--- src/rtl/exu_alu_share_arb.sv ---
// exu_alu_share_arb: round-robin share of one single-cycle ALU between two requesters, with a result FIFO
// Ports:
//   clk, rst                  clock, asynchronous active-high reset
//   flush                     kill in-flight and buffered work
//   req_valid/ready/op/a/b/tag  per-requester issue handshake (index 0 in the low slice)
//   alu_valid/op/a/b          operand bus to the shared ALU, alu_out result one cycle later
//   rsp_valid/ready/src/tag/data  result FIFO head with valid/ready backpressure
module exu_alu_share_arb #(
    parameter int W     = 32,
    parameter int OPW   = 16,
    parameter int TAGW  = 5,
    parameter int DEPTH = 2
) (
    input  logic              clk,
    input  logic              rst,
    input  logic              flush,
    input  logic [1:0]        req_valid,
    output logic [1:0]        req_ready,
    input  logic [2*OPW-1:0]  req_op,
    input  logic [2*W-1:0]    req_a,
    input  logic [2*W-1:0]    req_b,
    input  logic [2*TAGW-1:0] req_tag,
    output logic              alu_valid,
    output logic [OPW-1:0]    alu_op,
    output logic [W-1:0]      alu_a,
    output logic [W-1:0]      alu_b,
    input  logic [W-1:0]      alu_out,
    output logic              rsp_valid,
    input  logic              rsp_ready,
    output logic              rsp_src,
    output logic [TAGW-1:0]   rsp_tag,
    output logic [W-1:0]      rsp_data
);
    localparam int PW = (DEPTH > 1) ? $clog2(DEPTH) : 1;
    localparam int CW = $clog2(DEPTH + 1);

    logic [PW-1:0]   wr_ptr, rd_ptr;
    logic [CW-1:0]   count, credit;
    logic            rr_ptr, inflight, inflight_src;
    logic [TAGW-1:0] inflight_tag;
    logic [W-1:0]    mem_data [DEPTH];
    logic [TAGW-1:0] mem_tag [DEPTH];
    logic            mem_src [DEPTH];
    logic [W-1:0]    hold_data;
    logic [TAGW-1:0] hold_tag;
    logic            hold_src;
    logic            pop, push, issue_ok, grant, winner;
    logic [TAGW-1:0] win_tag;

    function automatic logic [PW-1:0] ptr_inc(input logic [PW-1:0] p);
        return (p == PW'(DEPTH - 1)) ? '0 : p + 1'b1;
    endfunction

    always_comb begin
        rsp_valid = count != '0;
        pop       = rsp_valid & rsp_ready;
        push      = inflight & ~flush;
        // A pop this cycle frees a slot, so it may fund a grant even at zero credit.
        issue_ok  = ~rst & ~flush & ((credit != '0) | pop);
        winner    = (&req_valid) ? rr_ptr : req_valid[1];
        grant     = issue_ok & (|req_valid);
        req_ready = grant ? (winner ? 2'b10 : 2'b01) : 2'b00;
        alu_valid = grant;
        alu_op    = grant ? (winner ? req_op[2*OPW-1:OPW] : req_op[OPW-1:0]) : '0;
        alu_a     = grant ? (winner ? req_a[2*W-1:W] : req_a[W-1:0]) : '0;
        alu_b     = grant ? (winner ? req_b[2*W-1:W] : req_b[W-1:0]) : '0;
        win_tag   = winner ? req_tag[2*TAGW-1:TAGW] : req_tag[TAGW-1:0];
        // An empty FIFO keeps showing the last head that was presented.
        rsp_src   = rsp_valid ? mem_src[rd_ptr]  : hold_src;
        rsp_tag   = rsp_valid ? mem_tag[rd_ptr]  : hold_tag;
        rsp_data  = rsp_valid ? mem_data[rd_ptr] : hold_data;
    end

    always_ff @(posedge clk or posedge rst) begin
        if (rst) begin
            wr_ptr       <= '0;
            rd_ptr       <= '0;
            count        <= '0;
            credit       <= CW'(DEPTH);
            rr_ptr       <= 1'b0;
            inflight     <= 1'b0;
            inflight_src <= 1'b0;
            inflight_tag <= '0;
            hold_data    <= '0;
            hold_tag     <= '0;
            hold_src     <= 1'b0;
            for (int i = 0; i < DEPTH; i++) begin
                mem_data[i] <= '0;
                mem_tag[i]  <= '0;
                mem_src[i]  <= 1'b0;
            end
        end else begin
            if (grant) begin
                rr_ptr       <= ~winner;
                inflight_src <= winner;
                inflight_tag <= win_tag;
            end
            inflight <= grant;
            if (rsp_valid) begin
                hold_data <= mem_data[rd_ptr];
                hold_tag  <= mem_tag[rd_ptr];
                hold_src  <= mem_src[rd_ptr];
            end
            if (push) begin
                mem_data[wr_ptr] <= alu_out;
                mem_tag[wr_ptr]  <= inflight_tag;
                mem_src[wr_ptr]  <= inflight_src;
            end
            wr_ptr <= flush ? '0 : (push ? ptr_inc(wr_ptr) : wr_ptr);
            rd_ptr <= flush ? '0 : (pop ? ptr_inc(rd_ptr) : rd_ptr);
            count  <= flush ? '0 : count + CW'(push) - CW'(pop);
            credit <= flush ? CW'(DEPTH) : credit - CW'(grant) + CW'(pop);
        end
    end
endmodule

--- config.mk ---
export PLATFORM = sky130hd
export DESIGN_NAME = exu_alu_share_arb
export DESIGN_NICKNAME = d
export VERILOG_FILES = /design/src/rtl/exu_alu_share_arb.sv
export SDC_FILE = /design/constraint.sdc
export NUM_CORES = 1
export LEC_CHECK = 0
export BUFFER_PORTS_ARGS = -buffer_cell sky130_fd_sc_hd__buf_4
export CORE_AREA = 2 2 129 131
export CTS_CLUSTER_SIZE = 12
export DETAILED_ROUTE_END_ITERATION = 10
export DIE_AREA = 0 0 131 133
export HOLD_SLACK_MARGIN = 0.1
export PLACE_DENSITY_LB_ADDON = 0.15
export SETUP_SLACK_MARGIN = 0.05
export SLEW_MARGIN = 40
export SYNTH_ARGS = -nofsm -noshare
export SYNTH_HDL_FRONTEND = slang
export SYNTH_SLANG_ARGS = --single-unit
export TNS_END_PERCENT = 50
--- constraint.sdc ---
create_clock -name clk -period 4.28 [get_ports clk]
set_input_delay 0.214 -clock clk [delete_from_list [all_inputs] [get_ports clk]]
set_output_delay 0.214 -clock clk [all_outputs]
set_load 0.1 [all_outputs]
# Yosys cells after proc, flatten, opt, wreduce, memory -nomap -nowiden
# Index checks and enable logic that the tools add are counted.
dict set report classes {
  muxes 39
  bitwise_logic 11
  add_sub_neg 6
  magnitude_cmp 3
  n_reduce_logical 7
}
# operator n
set ops {}
lappend ops {{$mux 32} 9}
lappend ops {{$bwmux 64} 1}
lappend ops {{$demux 32 s1} 1}
lappend ops {{$mux 16} 2}
lappend ops {{$mux 5} 6}
lappend ops {{$mux 1} 12}
lappend ops {{$bwmux 10} 1}
lappend ops {{$mux 2} 4}
lappend ops {{$reduce_bool 2->1} 4}
lappend ops {{$and 1x1->1} 5}
lappend ops {{$demux 5 s1} 1}
lappend ops {{$add 2x1->2} 2}
lappend ops {{$ge 2x2->1 const B} 2}
lappend ops {{$not 1->2} 2}
lappend ops {{$sub 2x1->2} 2}
lappend ops {{$not 1->1} 3}
lappend ops {{$add 1x1->1 const B} 2}
lappend ops {{$bwmux 2} 1}
lappend ops {{$lt 2x1->1 const B} 1}
lappend ops {{$reduce_and 2->1} 1}
lappend ops {{$reduce_or 2->1} 1}
lappend ops {{$demux 1 s1} 1}
lappend ops {{$logic_and 1x1->1} 1}
lappend ops {{$or 1x1->1} 1}
dict set report totals {
  out_inout_bits 122
  regBits 128
  wordCells 83
  input_bits 208
}

# Depth between registers and ports, before layout
# Gate-level depths: netlist of run 1.
dict set report logic_depth {
  word_depth 8
  depth_mapped 8
}

# Least setup slack after synthesis of run 1
# No wires, ideal clock.
dict set report synth_timing {
  path_type {reg2reg}
  from {register count[0]}
  to {register hold_data[30]}
  arrival_ns 3.273
  path_buffers 3
  path_stages_with_launch 6
  period_less_slack_ns 3.560
  setup_ns 0.287
  slack_ns 0.720
  required_ns 3.993
  path_cell_list {dfrtp_1 > or2_2 > clkbuf_1 > buf_2 > buf_1 > a21oi_1}
}
dict set report synth_via {
  elab_chain_cells 2
}
# item line_no
set synth_rtl {}
lappend synth_rtl {{start, declared} 38} ;# logic [CW-1:0] count, credit;
lappend synth_rtl {{start signal, assigned} 111} ;# count <= flush ? '0 : count + CW'(push) - CW'(pop);
lappend synth_rtl {{$reduce_bool 2->1} 55} ;# rsp_valid = count != '0;
lappend synth_rtl {{via rsp_valid} 28} ;# output logic rsp_valid,
lappend synth_rtl {{$mux 32} --}
lappend synth_rtl {{via rsp_data[30]} 32} ;# output logic [W-1:0] rsp_data
lappend synth_rtl {{end signal, assigned} 100} ;# hold_data <= mem_data[rd_ptr];
lappend synth_rtl {{end, declared} 44} ;# logic [W-1:0] hold_data;
# The timed path passes the listed nets, and every way through them passes these cells.
# A chain may end at the register's enable or synchronous reset.

# Worst setup path after layout of run 1
dict set report layout_timing {
  from {register credit[1]}
  to {output port alu_b[22]}
}
dict set report layout_via {
  elab_chain_cells 5
}
# item line_no
set layout_rtl {}
lappend layout_rtl {{start, declared} 38}
lappend layout_rtl {{start signal, assigned} 79} ;# credit <= CW'(DEPTH);
lappend layout_rtl {{start signal, assigned} 112} ;# credit <= flush ? CW'(DEPTH) : credit - CW'(grant) + CW'(pop);
lappend layout_rtl {{$reduce_bool 2->1} 59} ;# issue_ok = ~rst & ~flush & ((credit != '0) | pop);
lappend layout_rtl {{$or 1x1->1} 59}
lappend layout_rtl {{$and 1x1->1} 59}
lappend layout_rtl {{$and 1x1->1} 61} ;# grant = issue_ok & (|req_valid);
lappend layout_rtl {{$mux 32} 66} ;# alu_b = grant ? (winner ? req_b[2*W-1:W] : req_b[W-1:0]) : '0;
lappend layout_rtl {{end, declared} 26} ;# output logic [W-1:0] alu_b,
# No other way between the ends.

==> impl_metrics.yaml, run 1 <==
sta:
  fin_tns_setup_ns: 0
  grt_setup_unrepaired: "no"
  skew_ns: 0.01436
  finalCritPeriodShare_pct: 67.59
  tightest_slew_ns: 0.8081
  fmax_mhz: 345.7
  setup_viol: 0
  max_slew_margin_pct: 46.12
  timing.final.max_slew_violations: 0
  finalCriticalPeriod_ns: 2.893
  hold_viol_final: 0
route:
  remaining_drc_errors: 0
  drt-total-wl_um: 22120
  ant_nets: 0
  routed_via_density: 4.837
  wire_per_inst_um: 17.71
  drt-pass1-iter-count: 4
  drt_first_iter_violations: 313
  via_count: 6042
global_route:
  grt_pass1_wl_um: 33160
  initial_antenna_violation_count: 0
  grtUsageTotal_pct: 25.35
  first_global_vias: 5995
  globalRoute.totalOverflow: 0
  grt_max_degree: 82
setup_path:
  timing.rr.start: "rr_ptr"
  worst_setup_path_class: "register to output port"
  timing.reg2reg.worst_path_depth: 6
  worstReg2RegEnd: "inflight_tag[2]"
  timing.reg2reg.setup_slack_ns: 1.83
  endpoint_kind_of_the_worst_setup_timing_path: "output port"
  data_arrival_at_the_endpoint_of_the_critical_path_ns: 2.68
  required_ns: 4.07
  startpoint: "credit[1]"
  worstPathMaxFanout: 33
  timing.critical_path.from_type: "register"
placed_design:
  hpwl_um: 16460
  port-buffer-count: 329
  routabilityCongestion: 0.8596
layout:
  design.final.nets: 1227
  number_of_diodes_added_for_antenna_fixing: 0
  final_cell_mix: "buf_4, nand2_1, dfrtp_1"
  layout.cells.most_common: "buf_4"
  area_growth_syn_to_layout_pct: 57.05
  post_route_cells_drive_above_1_share_pct: 45.58
  fill_cells: 1396
clock_tree:
  cts_tree: "built"
  cts_hold_buffers: 40
  ctsRootBufferMaster: "clkbuf_16"
  htree_num_levels: 4
  cts-root-to-sink-buffers: 2
  worst_setup_hold_path_clk_slew_ns: 0.06
  cts-buffers-inserted: 17
  clk-insertion-delay-late_ns: 0.42
  cts.repair.resized: 0
  cts_sinks: 128
  post_cts.repair.setup_buffers: 0
worst_hold_path:
  hold_depth: 3
  hold_path.class: "input port to register"
  terminating_pin_of_the_worst_hold_path: "inflight_tag[4]"
  beginning_of_the_worst_hold_path: "req_tag[4]"
synth:
  netlist_area_pre_place_mm2: 0.006432
  postSynthCellCount: 665
  post_synth.cell_area_avg_um2: 9.673
  synthTopCellsByArea: "dfrtp_1, mux2_2, nand2_1"
  netlist-cell-type-count: 34
  synth_largest_type_area_fraction_pct: 49.41
  synth_top_cell_by_area: "dfrtp_1"
  synth.yosys.seq_area_share_pct: 49.82
  synth_nets: 876
  ys.warnings.count: 0
  ys_ff_latch: 128
pwr:
  combPwrFrac_pct: 58.8
  power_uw: 8637
  share_clk_of_total_power_pct: 18.1
  vdd_ir_drop_max_mv: 0.7013
  swShare_pct: 53.67
  cellInternalPower_uw: 4002
  cellLeakagePower_uw: 0.004948
  power-per-cell-area_mw_per_mm2: 855.0
  power.switching_uw: 4636
  power.sequential.fraction_pct: 23.0
run_status:
  outcome: "completed"
die:
  floorplan.initialDensity_pct: 39.78
  die_area_mm2: 0.01742
  core_region_area_mm2: 0.01617
  top_level_ports: 330
  die_h_um: 133
  dieWidth_um: 131
  placementRows: 47
job:
  cap_viol_max_count: 0
[power by group through the flow]
stage | clock network (uW) | registers (uW) | logic, uW
5_1_grt | 1650 | 2060 | 5300
3_3_place_gp | 0 | 1990 | 5010
4_1_cts | 1600 | 1990 | 5100
6_report | 1570 | 1990 | 5080
2_1_floorplan | 0 | 1910 | 4090
3_5_place_dp | 0 | 2010 | 5050
[Yosys cell counts]
cell type and n:
o21ai_0 6, a211oi_2 1, buf_4 1, a21oi_1 112
nor2b_1 3, dfrtp_1 127, buf_6 6, or4_4 1
nand3b_1 2, inv_1 5, or3_1 1, a21boi_2 1
inv_2 1, xor2_1 1, mux2_2 76, and4b_1 1
o21ai_2 1, a2111o_1 1, dfstp_2 1, nand2_1 165
nand2b_1 1, mux2i_1 43, nor2_1 46, buf_1 5
a21oi_2 8, or2_2 1, ha_1 3, a21o_1 1
o31ai_1 1, clkbuf_1 26, o21ai_1 1, xnor2_1 3
nor3_1 1, buf_2 12
[stage by stage]
stage | setup WS, ns | cell area, um2 | util [%] | hold slack, ns | std cells
after global placement | 1.850 | 9055 | 55.99 | 0.4100 | 1177
after CTS | 1.368 | 10100 | 62.45 | 0.1212 | 1249
final | 1.387 | 10100 | 62.47 | 0.1251 | 1249
after detailed placement | 1.827 | 9055 | 55.99 | 0.4100 | 1177
after global routing | 1.299 | 10100 | 62.47 | 0.1400 | 1249
after floorplan | 0.6550 | 6432 | - | 0.3645 | 665
[worst max path at each step]
| stage | endpoint | slack (ns) |
|---|---|---|
| 2_1_floorplan | count[0] | 0.66 |
| 3_5_place_dp | alu_b[22] | 1.83 |
| 5_1_grt | alu_b[25] | 1.30 |
| 6_report | alu_b[22] | 1.39 |
| 4_1_cts | alu_b[22] | 1.37 |
| 3_3_place_gp | alu_b[22] | 1.85 |
[area by class of cell]
| class | count | area [um2] | area share, % |
|---|---|---|---|
| clock inverters | 12 | 187.7 | 1.858 |
| flip-flops and latches | 128 | 3206 | 31.73 |
| inverters | 6 | 25.02 | 0.2477 |
| repair buffers | 382 | 2968 | 29.38 |
| well taps | 220 | 275.3 | 2.725 |
| multi-input cells | 481 | 2984 | 29.54 |
| clock buffers | 20 | 456.7 | 4.521 |
[cells by family (layout without fill, tap and decap cells)]
kind of cell,count (synthesis),count (layout),share of synthesized area (%)
fa+ha+maj,3,3,0.5836
simple gates,222,222,13.54
flops,128,128,49.82
mux,119,119,20.00
buf+inv,56,420,4.260
xor+xnor,4,4,0.5447
compound gates,133,133,11.26
[critical path, cell delays in order (launching register included)]
cell and delay (ns):
dfstp_2 0.54, nor2_1 0.06, a2111o_2 0.62, buf_4 0.33, a21oi_1 0.34, buf_4 0.36
[metal layers]
layer	vias to the layer above	wire [um]	global-route usage (%)
met5	-	0	0
met4	0	633	9.929
met3	38	1493	7.481
met2	198	10940	41.25
met1	2857	9061	31.51
li1	2949	-	-
[registers in the layout, indices dropped and copies added (netlist names)]
| signal | cells |
|---|---|
| inflight_tag | 5 |
| rd_ptr | 1 |
| mem_tag | 10 |
| hold_data | 32 |
| hold_tag | 5 |
| wr_ptr | 1 |
| count | 2 |
| rr_ptr | 1 |
| inflight | 1 |
| inflight_src | 1 |
| credit | 2 |
| mem_data | 64 |
| hold_src | 1 |
| mem_src | 2 |
Note: power is estimated with default switching activity, not from simulation.
==> run 2, diff against run 1 <==
--- a/config.mk
+++ b/config.mk
@@ -6,10 +6,10 @@
 export NUM_CORES = 1
 export LEC_CHECK = 0
 export BUFFER_PORTS_ARGS = -buffer_cell sky130_fd_sc_hd__buf_4
-export CORE_AREA = 2 2 129 131
+export CORE_MARGIN = 2
+export CORE_UTILIZATION = 42
 export CTS_CLUSTER_SIZE = 12
 export DETAILED_ROUTE_END_ITERATION = 10
-export DIE_AREA = 0 0 131 133
 export HOLD_SLACK_MARGIN = 0.1
 export PLACE_DENSITY_LB_ADDON = 0.15
 export SETUP_SLACK_MARGIN = 0.05
==> constraint.sdc (replaced) <==
create_clock -name clk -period 2.3 [get_ports clk]
set_input_delay 0.115 -clock clk [delete_from_list [all_inputs] [get_ports clk]]
set_output_delay 0.115 -clock clk [all_outputs]
set_load 0.1 [all_outputs]
==> run 2 against run 1 <==
The flow now finishes with violations (setup timing); non-clock buffer count grew 22; register-to-register slack got worse by 1.7 ns; via count rose by 12%; hold slack better by 0.027 ns; largest cell class is now buffers; cell area is 20% higher; sequential cell count stayed put; sequential share of layout area down 5.4 points; wire length is 25% higher; die area is 6.3% lower; first-iteration DRC count rose by 6.1%; highest routed layer unchanged; critical path depth is 2 higher.
==> impl_metrics.yaml, run 2 (same netlist as run 1, synthesis figures left out) <==
run_status:
  outcome: "finished with violations"
  failing_checks: "setup timing"
clock_tree:
  htree_num_levels: 4
  ctsRootBufferMaster: "clkbuf_16"
  cts-buffers-inserted: 17
  worst_setup_hold_path_clk_slew_ns: 0.05
  cts_sinks: 128
  cts-root-to-sink-buffers: 2
  cts_tree: "built"
  clk-insertion-delay-late_ns: 0.41
setup_path:
  worstPathMaxFanout: 5
  endpoint_kind_of_the_worst_setup_timing_path: "output port"
  data_arrival_at_the_endpoint_of_the_critical_path_ns: 2.28
  required_ns: 2.18
  timing.critical_path.from_type: "register"
  worst_setup_path_class: "register to output port"
layout:
  layout_top_registers: "mem_data x64, hold_data x32, mem_tag x10"
  postLayoutCellArea_mm2: 0.01215
  area_growth_syn_to_layout_pct: 88.95
  multi_input_area_mm2: 0.003736
  ff_latch_area_mm2: 0.003206
  registers.top_by_ff_count: "mem_data"
  largest_reg_flops: 64
  final_cell_mix: "buf_4, nand2_1, dfrtp_1"
  layout.cells.most_common: "buf_4"
  fill_cells: 901
  post_route_cells_drive_above_1_share_pct: 54.09
  design.final.nets: 1250
route:
  via_count: 6773
  ant_nets: 0
  drt-total-wl_um: 27660
  drt_first_iter_violations: 332
  routed_via_density: 5.458
  remaining_drc_errors: 0
  drt-pass1-iter-count: 5
  wire_per_inst_um: 22.29
sta:
  tightest_slew_ns: 0.6082
  hold_viol_final: 0
  grt_setup_unrepaired: "yes"
  fin_worst_hold_slack_ns: 0.1519
  setup_viol: 74
  worst_slack_ns: -0.09641
  max_slew_margin_pct: 59.45
  timing.final.max_slew_violations: 0
  fmax_mhz: 417.3
  finalCritPeriodShare_pct: 104.2
  finalCriticalPeriod_ns: 2.396
  skew_ns: 0.01116
die:
  floorplan.initialDensity_pct: 42.63
  top_level_ports: 330
  dieWidth_um: 127.8
  die_area_mm2: 0.01632
  placementRows: 45
  core_region_area_mm2: 0.01509
  die_h_um: 127.8
pwr:
  vdd_ir_drop_max_mv: 1.223
  power-per-cell-area_mw_per_mm2: 1420
  cellLeakagePower_uw: 0.005394
placed_design:
  dpl_cell_area_mm2: 0.009228
  hpwl_um: 17390
  port-buffer-count: 329
  routabilityCongestion: 0.9330
global_route:
  grtUsageTotal_pct: 29.43
  initial_antenna_violation_count: 1
  grt_max_degree: 81
  globalRoute.totalOverflow: 0
  first_global_vias: 6486
  grt_pass1_wl_um: 35810
worst_hold_path:
  hold_path.class: "input port to register"
job:
  cap_viol_max_count: 0
==> run 2: cell count changes in the layout (fill, tap and decap cells not counted), moves of 26 or more <==
cell	previous run	this run
a21oi_1	112	30
a21oi_2	8	34
a21oi_4	0	56
buf_12	0	84
buf_4	342	235
buf_6	0	36
==> run 2: final cells by class <==
| type | count | area share [%] |
|---|---|---|
| timing repair buffer | 404 | 36.09 |
| tap | 188 | 1.935 |
| sequential | 128 | 26.37 |
| clock buffer | 24 | 3.881 |
| antenna | 1 | 0.02059 |
| inverter | 6 | 0.2162 |
| clock inverter | 8 | 0.7412 |
| multi-input combinational | 482 | 30.74 |
==> run 2: worst max-delay path, stage by stage (launching register included) <==
cell	delay, ns
dfstp_2	0.55
nor2_4	0.05
a2111o_2	0.49
buf_6	0.15
buf_12	0.12
buf_12	0.13
a21oi_4	0.17
buf_12	0.20
==> run 2: final timing paths <==
| path | slack [ns] | end | cells past startpoint | startpoint |
|---|---|---|---|---|
| min | 0.15 | rd_ptr | 5 | rsp_ready |
| min reg2reg | 0.50 | mem_data[43] | 1 | mem_data[43] |
| min in group asynchronous | 0.45 | wr_ptr | 4 | rst |
| max | -0.1 | alu_b[10] | 7 | credit[1] |
| max in group asynchronous | 1.33 | mem_data[9] | 4 | rst |
| max reg2reg | 0.17 | inflight_tag[0] | 6 | rr_ptr |
==> run 2: layer usage <==
layer / part of all wire (%) / global-route usage [%]
met1: 37 / 35.11
met2: 48 / 46.34
met3: 10 / 12.60
met4: 5.3 / 13.32
met5: 0 / 0
==> run 2: per-stage QoR <==
stage / util (%) / TNS (ns) / setup slack [ns] / power (uW) / cells
3_5_place_dp: 61.15 / 0 / 0.2373 / 13550 / 1152
4_1_cts: 71.38 / -2.960 / -0.08001 / 16380 / 1233
2_1_floorplan: - / -70.77 / -0.6407 / 11380 / 665
3_3_place_gp: 61.15 / 0 / 0.2425 / 13450 / 1152
6_report: 80.55 / -2.654 / -0.09641 / 17260 / 1241
5_1_grt: 80.55 / -6.864 / -0.1490 / 17910 / 1241
==> run 2: timing repair <==
| action | CTS | global route |
|---|---|---|
| gates resized for setup | 124 | 278 |
| hold buffers | 44 | 0 |
| buffers inserted | 4 | 4 |
| endpoints found under the setup margin | 88 | 106 |
| gates cloned | 1 | 3 |
| hold endpoints to repair | 202 | 0 |
| pin swaps | 1 | 3 |
==> run 2: power by group <==
group	total (uW)	switching, uW	leakage [uW]	internal [uW]
Combinational	11100	7950	0.00356	3120
Clock	2550	912	0.000282	1640
Sequential	3640	427	0.00156	3210
Total	17300	9280	0.00539	7980
==> run 3, diff against run 2 <==
--- a/config.mk
+++ b/config.mk
@@ -5,7 +5,7 @@
 export SDC_FILE = /design/constraint.sdc
 export NUM_CORES = 1
 export LEC_CHECK = 0
-export BUFFER_PORTS_ARGS = -buffer_cell sky130_fd_sc_hd__buf_4
+export BUFFER_PORTS_ARGS = -buffer_cell sky130_fd_sc_hd__buf_2
 export CORE_MARGIN = 2
 export CORE_UTILIZATION = 42
 export CTS_CLUSTER_SIZE = 12
==> run 3 against run 2 <==
The flow still finishes with violations (setup timing); sequential share of layout area down 0.15 points; clock-buffer cell count unchanged; wire length down 2.8%; die area unchanged; maximum frequency up 2.1%; combinational power up 7%; worst setup slack better by 0.049 ns; sequential cell count unchanged; critical path depth unchanged; power up 4.5%; final cell count up 1.3%; global-route usage up 2.6 points.
==> impl_metrics.yaml, run 3 (same netlist as run 1, synthesis figures left out) <==
clock_tree:
  cts-buffers-inserted: 17
  cts-root-to-sink-buffers: 2
  cts_tree: "built"
  worst_setup_hold_path_clk_slew_ns: 0.05
  htree_num_levels: 4
  ctsRootBufferMaster: "clkbuf_16"
  clk-insertion-delay-late_ns: 0.41
  cts_sinks: 128
sta:
  fin_tns_setup_ns: -0.3138
  finalCriticalPeriod_ns: 2.347
  finalCritPeriodShare_pct: 102.1
  fin_worst_hold_slack_ns: 0.1352
  hold_viol_final: 0
  timing.final.max_slew_violations: 0
  skew_ns: 0.009936
  tightest_slew_ns: 0.6429
  worst_slack_ns: -0.04748
  setup_viol: 19
  grt_setup_unrepaired: "yes"
  max_slew_margin_pct: 57.05
  fmax_mhz: 426.0
route:
  remaining_drc_errors: 0
  drt-pass1-iter-count: 4
  via_count: 6750
  wire_per_inst_um: 21.38
  drt-total-wl_um: 26880
  routed_via_density: 5.370
  ant_nets: 0
  drt_first_iter_violations: 443
run_status:
  failing_checks: "setup timing"
  outcome: "finished with violations"
die:
  dieWidth_um: 127.8
  placementRows: 45
  top_level_ports: 330
  die_h_um: 127.8
  core_region_area_mm2: 0.01509
  die_area_mm2: 0.01632
  floorplan.initialDensity_pct: 42.63
job:
  cap_viol_max_count: 0
layout:
  fill_cells: 902
  layout.cells.most_common: "buf_2"
  area_growth_syn_to_layout_pct: 90.20
  largest_reg_flops: 64
  ff_latch_area_mm2: 0.003208
  final_cell_mix: "buf_2, nand2_1, dfrtp_1"
  postLayoutCoreUtil_pct: 81.08
  multi_input_area_mm2: 0.003847
  post_route_cells_drive_above_1_share_pct: 54.84
  design.final.nets: 1264
  layout_top_registers: "mem_data x64, hold_data x32, mem_tag x10"
  registers.top_by_ff_count: "mem_data"
global_route:
  initial_antenna_violation_count: 3
  globalRoute.totalOverflow: 0
  grtUsageTotal_pct: 32.00
  first_global_vias: 6983
  grt_max_degree: 82
  grt_pass1_wl_um: 39140
pwr:
  power-per-cell-area_mw_per_mm2: 1475
  vdd_ir_drop_max_mv: 1.215
  power_uw: 18040
  cellLeakagePower_uw: 0.005425
setup_path:
  endpoint_kind_of_the_worst_setup_timing_path: "output port"
  required_ns: 2.18
  worstPathMaxFanout: 6
  worst_setup_path_class: "register to output port"
  timing.critical_path.from_type: "register"
  data_arrival_at_the_endpoint_of_the_critical_path_ns: 2.23
worst_hold_path:
  hold_path.class: "input port to register"
placed_design:
  routabilityCongestion: 0.9835
  port-buffer-count: 329
  hpwl_um: 18560
  detailedPlace.worstSlack_ns: 0.06943
[run 3: cell types whose count changed in the layout (fill, tap and decap cells not counted), sizes merged]
| cell | delta |
|---|---|
| buf | +14 |
| clkbuf | +1 |
| bufinv | -1 |
| a2111o | -1 |
| diode | +3 |
[run 3: critical path, stage by stage (launching register included)]
cell	delay, ns
dfstp_2	0.54
nor2_2	0.04
a2111o_2	0.46
buf_6	0.17
buf_12	0.15
a21oi_2	0.13
buf_4	0.15
buf_12	0.17
[run 3: layout make-up]
class,count,area share [%]
diodes,4,0.08182
clock buffers,24,3.937
clock inverters,7,0.4909
inverters,6,0.2148
multi-input cells,481,31.45
flip-flops and latches,128,26.22
well taps,188,1.923
repair buffers,419,35.68
[run 3: timing repair]
action	in CTS	in global routing
hold buffers	44	0
hold endpoints to repair	97	0
endpoints found under the setup margin	82	84
cloned	2	3
pin swaps	2	2
resized for setup	122	39
setup buffers	11	0
[run 3: final timing paths]
check	start	end	slack, ns	depth (start not counted)
worst max-delay path	credit[1]	alu_b[13]	-0.05	7
worst min-delay path	rsp_ready	rd_ptr	0.14	5
worst max register to register	rr_ptr	inflight_tag[0]	0.12	7
min in group asynchronous	rst	rr_ptr	0.44	3
worst min register to register	mem_data[31]	mem_data[31]	0.50	1
max in group asynchronous	rst	hold_data[27]	0.95	4
[run 3: metal layers]
| layer | global-route usage [%] | vias to the layer above | wire length, um |
|---|---|---|---|
| met5 | 0 | - | 0 |
| met4 | 12.73 | 0 | 1080 |
| met3 | 10.48 | 75 | 2189 |
| met2 | 51.75 | 312 | 13260 |
| met1 | 39.83 | 3336 | 10350 |
| li1 | - | 3027 | - |
[run 3: report_power, final]
group / total (uW) / internal (uW) / switching, uW
combinational: 11900 / 3830 / 8070
clock: 2450 / 1550 / 895
sequential: 3690 / 3220 / 472
total: 18000 / 8600 / 9440
[run 3: through the flow]
| step | instance area (um2) | std cells |
|---|---|---|
| floorplan | 6531 | 665 |
| global placement | 10190 | 1162 |
| detailed placement | 10190 | 1162 |
| CTS | 11900 | 1250 |
| global route | 12230 | 1255 |
| finish | 12230 | 1257 |
